$ cat config.mk
export PLATFORM = sky130hd
export DESIGN_NAME = mem_access_stage
export DESIGN_NICKNAME = d
export VERILOG_FILES = /design/src/rtl/mem_access_stage_pkg.sv /design/src/rtl/mem_wb_pipe_reg.sv /design/src/rtl/mem_access_stage.sv
export SDC_FILE = /design/constraint.sdc
export NUM_CORES = 1
export LEC_CHECK = 0
export ABC_AREA = 0
export CAP_MARGIN = 20
export CORE_MARGIN = 2
export CORE_UTILIZATION = 42
export DETAILED_ROUTE_END_ITERATION = 8
export GPL_ROUTABILITY_DRIVEN = 1
export PLACE_DENSITY = 0.82
export SETUP_SLACK_MARGIN = 0.15
export SKIP_LAST_GASP = 1
export SLEW_MARGIN = 5
export SYNTH_ARGS = -nofsm -noshare
export SYNTH_HDL_FRONTEND = slang
export SYNTH_SLANG_ARGS = --single-unit
$ cat constraint.sdc
create_clock -name clk -period 1.45 [get_ports clk]
set_input_delay 0.145 -clock clk [delete_from_list [all_inputs] [get_ports clk]]
set_output_delay 0.145 -clock clk [all_outputs]
set_load 0.02 [all_outputs]
$ cat src/rtl/mem_access_stage_pkg.sv
// rtl/mem_access_stage_pkg.sv - shared widths, FSM encoding and alignment mask for the memory-access stage
package mem_access_stage_pkg;

    localparam int DataPath   = 32;
    localparam int RegNumPath = 5;

    localparam logic [1:0] AlignMask = 2'b11;

    typedef enum logic {
        IDLE   = 1'b0,
        ACCESS = 1'b1
    } accessStateT;

    function automatic logic isWordAligned(input logic [DataPath-1:0] addr);
        return (addr[1:0] & AlignMask) == 2'b00;
    endfunction

endpackage

$ cat src/rtl/mem_wb_pipe_reg.sv
// rtl/mem_wb_pipe_reg.sv - writeback pipeline register with load, bubble and reset controls
module mem_wb_pipe_reg
    import mem_access_stage_pkg::*;
(
    input  logic                  clk,
    input  logic                  rst,
    input  logic                  load,
    input  logic                  bubble,
    input  logic                  rgWrEnable,
    input  logic [RegNumPath-1:0] wrRg,
    input  logic [DataPath-1:0]   wrData,
    input  logic                  misalign,
    output logic                  outRgWrEnable,
    output logic [RegNumPath-1:0] outWrRg,
    output logic [DataPath-1:0]   outWrData,
    output logic                  outMisalign
);

    // Bubble takes priority over load so a stalled stage can never leak a stale write.
    always_ff @(posedge clk) begin
        if (rst || bubble) begin
            outRgWrEnable <= 1'b0;
            outWrRg       <= '0;
            outWrData     <= '0;
            outMisalign   <= 1'b0;
        end else if (load) begin
            outRgWrEnable <= rgWrEnable;
            outWrRg       <= wrRg;
            outWrData     <= wrData;
            outMisalign   <= misalign;
        end
    end

endmodule

$ cat src/rtl/mem_access_stage.sv
// rtl/mem_access_stage.sv - memory-access pipeline stage: issues data-memory requests and stalls until ack
module mem_access_stage
    import mem_access_stage_pkg::*;
(
    input  logic                  clk,
    input  logic                  rst,
    input  logic [DataPath-1:0]   inAluOut,
    input  logic [DataPath-1:0]   inWrData,
    input  logic                  inIsLoadInsn,
    input  logic                  inIsStoreInsn,
    input  logic                  inRgWrEnable,
    input  logic [RegNumPath-1:0] inWrRg,
    input  logic                  flush,
    output logic                  stallOut,
    output logic                  dmemReq,
    output logic                  dmemWe,
    output logic [DataPath-1:0]   dmemAddr,
    output logic [DataPath-1:0]   dmemWrData,
    input  logic                  dmemAck,
    input  logic [DataPath-1:0]   dmemRdData,
    output logic                  outRgWrEnable,
    output logic [RegNumPath-1:0] outWrRg,
    output logic [DataPath-1:0]   outWrData,
    output logic                  outMisalign
);

    accessStateT state, nextState;

    logic                  weQ;
    logic                  rgWrEnQ;
    logic [RegNumPath-1:0] wrRgQ;
    logic [DataPath-1:0]   addrQ;
    logic [DataPath-1:0]   wrDataQ;

    logic                  isMemOp;
    logic                  launch;
    logic                  wbLoad;
    logic                  wbBubble;
    logic                  wbRgWrEnable;
    logic [RegNumPath-1:0] wbWrRg;
    logic [DataPath-1:0]   wbWrData;
    logic                  wbMisalign;

    assign isMemOp = (inIsLoadInsn || inIsStoreInsn) && !flush;

    always_ff @(posedge clk) begin
        if (rst) begin
            state <= IDLE;
        end else begin
            state <= nextState;
        end
    end

    // Request fields are captured once at launch and held for the whole access.
    always_ff @(posedge clk) begin
        if (rst) begin
            weQ     <= 1'b0;
            rgWrEnQ <= 1'b0;
            wrRgQ   <= '0;
            addrQ   <= '0;
            wrDataQ <= '0;
        end else if (launch) begin
            weQ     <= inIsStoreInsn;
            rgWrEnQ <= inRgWrEnable;
            wrRgQ   <= inWrRg;
            addrQ   <= inAluOut;
            wrDataQ <= inWrData;
        end
    end

    always_comb begin
        nextState    = state;
        launch       = 1'b0;
        stallOut     = 1'b0;
        wbLoad       = 1'b0;
        wbBubble     = 1'b0;
        wbRgWrEnable = 1'b0;
        wbWrRg       = '0;
        wbWrData     = '0;
        wbMisalign   = 1'b0;
        case (state)
            IDLE: begin
                if (isMemOp && isWordAligned(inAluOut)) begin
                    launch    = 1'b1;
                    stallOut  = 1'b1;
                    wbBubble  = 1'b1;
                    nextState = ACCESS;
                end else if (isMemOp) begin
                    wbLoad     = 1'b1;
                    wbWrRg     = inWrRg;
                    wbWrData   = inAluOut;
                    wbMisalign = 1'b1;
                end else if (flush) begin
                    wbBubble = 1'b1;
                end else begin
                    wbLoad       = 1'b1;
                    wbRgWrEnable = inRgWrEnable;
                    wbWrRg       = inWrRg;
                    wbWrData     = inAluOut;
                end
            end
            ACCESS: begin
                // The in* inputs still hold the in-flight op here, so flush is ignored.
                if (dmemAck) begin
                    wbLoad       = 1'b1;
                    wbRgWrEnable = rgWrEnQ && !weQ;
                    wbWrRg       = wrRgQ;
                    wbWrData     = dmemRdData;
                    nextState    = IDLE;
                end else begin
                    stallOut = 1'b1;
                    wbBubble = 1'b1;
                end
            end
            default: nextState = IDLE;
        endcase
    end

    assign dmemReq    = (state == ACCESS);
    assign dmemWe     = (state == ACCESS) && weQ;
    assign dmemAddr   = addrQ;
    assign dmemWrData = wrDataQ;

    mem_wb_pipe_reg uWbReg (
        .clk           (clk),
        .rst           (rst),
        .load          (wbLoad),
        .bubble        (wbBubble),
        .rgWrEnable    (wbRgWrEnable),
        .wrRg          (wbWrRg),
        .wrData        (wbWrData),
        .misalign      (wbMisalign),
        .outRgWrEnable (outRgWrEnable),
        .outWrRg       (outWrRg),
        .outWrData     (outWrData),
        .outMisalign   (outMisalign)
    );

endmodule
After elaboration in Yosys (flattened, before gate mapping). Cells that the tools add are included. Widths: inputs -> output; s select.

Muxes and demuxes: 31. Reduce and logical (&&, ||, !) cells: 9. Bitwise operators: 1.

Operators with widths (number): $mux 32 (4); $pmux 32 s2 (1); $mux 5 (4); $mux 1 (17); $pmux 5 s2 (1); $pmux 1 s2 (4); $logic_and 1x1->1 (4); $logic_not 1->1 (2); $logic_not 2->1 (1); $logic_or 1x1->1 (2); $not 1->1 (1).

Bits in registers: 111. Logic and storage cells: 51. Input bits: 108.

Depth between registers and ports, before layout. Gate-level depths: netlist of the first run.

Depth after elaboration: 6. Depth in mapped cells: 6.

Cells and area by module. A second synthesis of the first run with hierarchy kept.

Cell total of the unflattened synthesis: 497. Area total of the unflattened synthesis: 5146.2 um2.

Modules (own cells, without submodules): mem_access_stage (times used 1, cells each 370, sequential area each 1441.4 um2, area an instance 3726.1 um2); mem_wb_pipe_reg (times used 1, cells each 127, sequential area each 780.7 um2, area an instance 1420.1 um2).

Worst setup path after synthesis of the first run. Ideal clock, no wire load.

Path kind: register to output. Start point: reg state, in the netlist dmemReq. End point: out stallOut. Stages on the path, launching flop included: 5. Slack: 0.093 ns. Arrival: 1.212 ns. Data required time: 1.305 ns. Path buffers: 1. Cell sequence: dfxtp_1 > nor2_1 > clkbuf_1 > nand3b_1 > nand2_1.

Longest elaborated chain between the ends: 2.

RTL lines: start, declared (line mem_access_stage.sv:27) `accessStateT state, nextState;`; start signal, assigned (line mem_access_stage.sv:50) `state <= nextState;`; $not 1->1; $pmux 1 s2 (*) (line mem_access_stage.sv:81) `case (state)`; end, declared (line mem_access_stage.sv:14) `output logic stallOut,`.

Every way passes the cells marked *; elsewhere a longest branch is shown, timed or not.

Worst setup path after layout of the first run.
Start point: reg state, in the netlist dmemReq. End point: reg addrQ[8], in the netlist dmemAddr[8].

Longest elaborated chain between the ends: 1.

RTL lines: $mux 1 (line mem_access_stage.sv:81); end signal, assigned (line mem_access_stage.sv:66) `addrQ <= inAluOut;`; end, declared (line mem_access_stage.sv:32) `logic [DataPath-1:0] addrQ;`.

Every way passes these cells. A chain may end at the register's enable or synchronous reset.

==> summary.md, run 1 <==
| Metric | Value |
|---|---|
| Antenna cells | `0` |
| Crit-path max FO | `4` |
| Layout cells sized above 1 | `9.69%` |
| Critical Path, Cell by Cell | `buf_6, nor4_4, buf_4, buf_6, buf_12, clkbuf_16, mux2i_1` |
| DP HPWL | `slightly above 9000 microns` |
| Power share of the sequential group | `between 40% and 50%` |
| Clock net sink count | `around 110` |
| Std-Cell Rows | `38` |
| IO Count | `approximately 210` |
| Worst slew pin tran | `around 0.42 ns` |
| Latest clock arrival within the worst-skew pair | `between 0.3 and 0.4 ns` |
| WL/cell | `roughly 17 microns` |
| Final Wtd Congestion | `0.825` |
| Post-Route WL | `14,400 microns` |
| Yosys warns | `0` |
| Final instance area | `7690 sq um` |
| Syn Area/Cell | `about 10 sq um` |
| Tmin final | `between 1 and 1.5 ns` |
| CP required | `between 1.5 and 2 ns` |
| IO Port Bufs | `213` |
| Worst Setup End Kind | `flip-flop` |
| Router iterations before antenna repair | `4` |
| Die Y | `111 microns` |
| Most frequent CP cell | `buf_6` |
| Commonest cells after routing, fill and taps aside | `nand2b_1, dfxtp_1, dlygate4sd2_1` |
| Cells after Synth | `around 490` |
| Sequential area share after synthesis | `~46%` |
| WHS | `~0.21 ns` |
| Final Net Count | `815` |
| Pre-CTS setup slack | `-0.449 ns` |
| Max IR drop VDD | `roughly 740 uV` |
| Placed instance area | `about 7000 sq um` |
| Synth Cell Area | `around 4800 sq um` |
| Max-cap viol count | `0` |
| Highest achievable clock rate | `about 670 MHz` |
| Critical Path Max Stage Delay | `0.35 ns` |
| Final worst-path setup slack | `-0.0497 ns` |
| WS Path Type | `reg2reg` |
| RSZ-0062 raised after global routing | `yes` |
| Vias in the first global route | `around 4.3k` |
| HP Class | `in2reg` |
| Total power | `between 7000 and 8000 uW` |
| Delay-heaviest family, CP | `buffers and inverters` |
| Result of the run | `finished with violations` |
| Hold Buf Count CTS | `0` |
| Remaining DRCs | `0` |
| Clock buffer depth | `2` |
| Mean number of vias per cell | `a little over 5` |
| Commonest non-fill, non-tap cell in the layout | `nand2b_1` |
| P_int | `5360 uW` |
| Crit path launch type | `flip-flop` |
| Net switching power | `around 1700 uW` |
| Sw Share | `23.7%` |
| Total grt overflow | `0` |
| First-pass GRT wire length | `22,500 microns` |
| CP max stage cell | `dfxtp_4` |
| GR Util All Layers | `approximately 23%` |
| Largest net degree at the start of global routing | `between 60 and 70` |
| Fin. Hold Viols | `0` |
| CTS tree | `yes` |
| Comb power frac | `~17%` |
| Failing checks | `negative setup slack` |
| Antenna Nets Post-Route | `0` |
| Share of power burned in the clock network | `between 30% and 40%` |
| Clock-pin slew on the worst setup and hold paths | `0.07 ns` |
| #FFs+latches synth | `around 110` |
| Clk root buf | `clkbuf_16` |
| Initial Utilization | `between 40% and 50%` |
| Post-Route Setup TNS | `-0.803 ns` |
| Area growth syn-to-layout | `60.8%` |
| CP bufs+invs | `5` |
| Drt initial violations | `around 210` |
| Initial antenna violation count | `0` |
| Cell variety after synth | `21` |
| Die width | `about 110 microns` |
| Die area | `12,300 sq um` |
| Setup violations, final | `33` |
| Relative slew slack | `between 70% and 80%` |
| Post-Syn Nets | `~600` |
| Max-slew violation count | `0` |
| Cts bufs inserted | `9` |
| Final period utilization | `103%` |
| Leakage | `roughly 0.0032 uW` |
| Crit path DAT | `~1.8 ns` |
| H-Tree Depth | `3` |
| DR vias | `4,297` |
| PwrDens | `913 nW/um^2` |
| Core area | `about 11,000 sq um` |
| Clock Skew | `approximately 0.0046 ns` |
[path summary, 6_finish.rpt]
check,startpoint,endpoint,slack (ns),cells past startpoint
max,dmemReq,dmemAddr[8],-0.05,7
min,rst,uWbReg.outWrData[14],0.21,2
max reg2reg,dmemReq,dmemAddr[8],-0.05,7
min reg2reg,wrRgQ[3],uWbReg.outWrRg[3],0.46,2
[Yosys cell counts (all sizes together)]
library cell  number  share of area, %
nand2b           138                18
mux2i             68                14
nor4b              1              0.18
nor3b              2              0.31
nand3              1              0.10
dfxtp            111                46
o21ai              1              0.10
nor2               5              0.39
nor4               1              0.44
and2               2              0.26
nand2             36               2.8
nand3b             2              0.31
clkbuf            27               2.1
buf               17               4.2
o211ai            35               5.5
or2                1              0.13
a21oi             37               3.9
a22oi              2              0.31
nand4b             1              0.18
[sequential cells by signal, summed over array words and instances (netlist names), 5 cells and up]
name              cells
wrRgQ                 5
uWbReg.outWrData     32
uWbReg.outWrRg        5
dmemAddr             32
dmemWrData           32
[cells by family after synthesis]
logic type | count (synthesis) | synth area share (%)
compound gates | 75 | 9.78
buf+inv | 44 | 6.35
flops | 111 | 46.4
mux | 68 | 14.2
simple gates | 190 | 23.2
[metrics by stage]
| stage | utilization [%] | cells |
|---|---|---|
| 2_1_floorplan | - | 488 |
| 3_3_place_gp | 63.8 | 815 |
| 3_5_place_dp | 63.8 | 815 |
| 4_1_cts | 68.7 | 847 |
| 5_1_grt | 70.0 | 852 |
| 6_report | 70.0 | 852 |
[layer usage]
layer | vias to the layer above | part of all wire [%] | global-route usage [%]
li1 | 2074 | - | -
met1 | 2026 | 40 | 26.7
met2 | 172 | 50 | 39.1
met3 | 25 | 7.8 | 5.58
met4 | 0 | 2.4 | 9.25
met5 | - | 0 | 0
[area by class of cell]
type                            instances  area [sq um]
Clock inverter                          5          81.3
Tap cell                              140           175
Timing Repair Buffer                  252          2670
Sequential cell                       111          2230
Fill cell                             907          3290
Clock buffer                           11           243
Multi-Input combinational cell        333          2300
[power groups by stage]
| stage | registers [uW] | logic (uW) | clock network, uW |
|---|---|---|---|
| after floorplan | 3390 | 395 | 0 |
| after global placement | 3260 | 1090 | 0 |
| after detailed placement | 3270 | 1110 | 0 |
| after CTS | 3190 | 1130 | 2720 |
| after global routing | 3200 | 1230 | 2840 |
| final | 3190 | 1160 | 2680 |
[what timing repair did]
action,4_1_cts,5_1_grt
buffers inserted,9,1
gates cloned,7,4
pin swaps,2,4
setup endpoints to repair,214,99
gates resized for setup,133,26
Power figures use the tool's default switching activity.
==> run 2, diff against run 1 <==
--- a/config.mk
+++ b/config.mk
@@ -9,6 +9,7 @@
 export CAP_MARGIN = 20
 export CORE_MARGIN = 2
 export CORE_UTILIZATION = 42
+export CTS_CLUSTER_SIZE = 30
 export DETAILED_ROUTE_END_ITERATION = 8
 export GPL_ROUTABILITY_DRIVEN = 1
 export PLACE_DENSITY = 0.82
==> results of run 2 <==
Same layout as run 1: the final DEF is identical, and so are final timing and power.
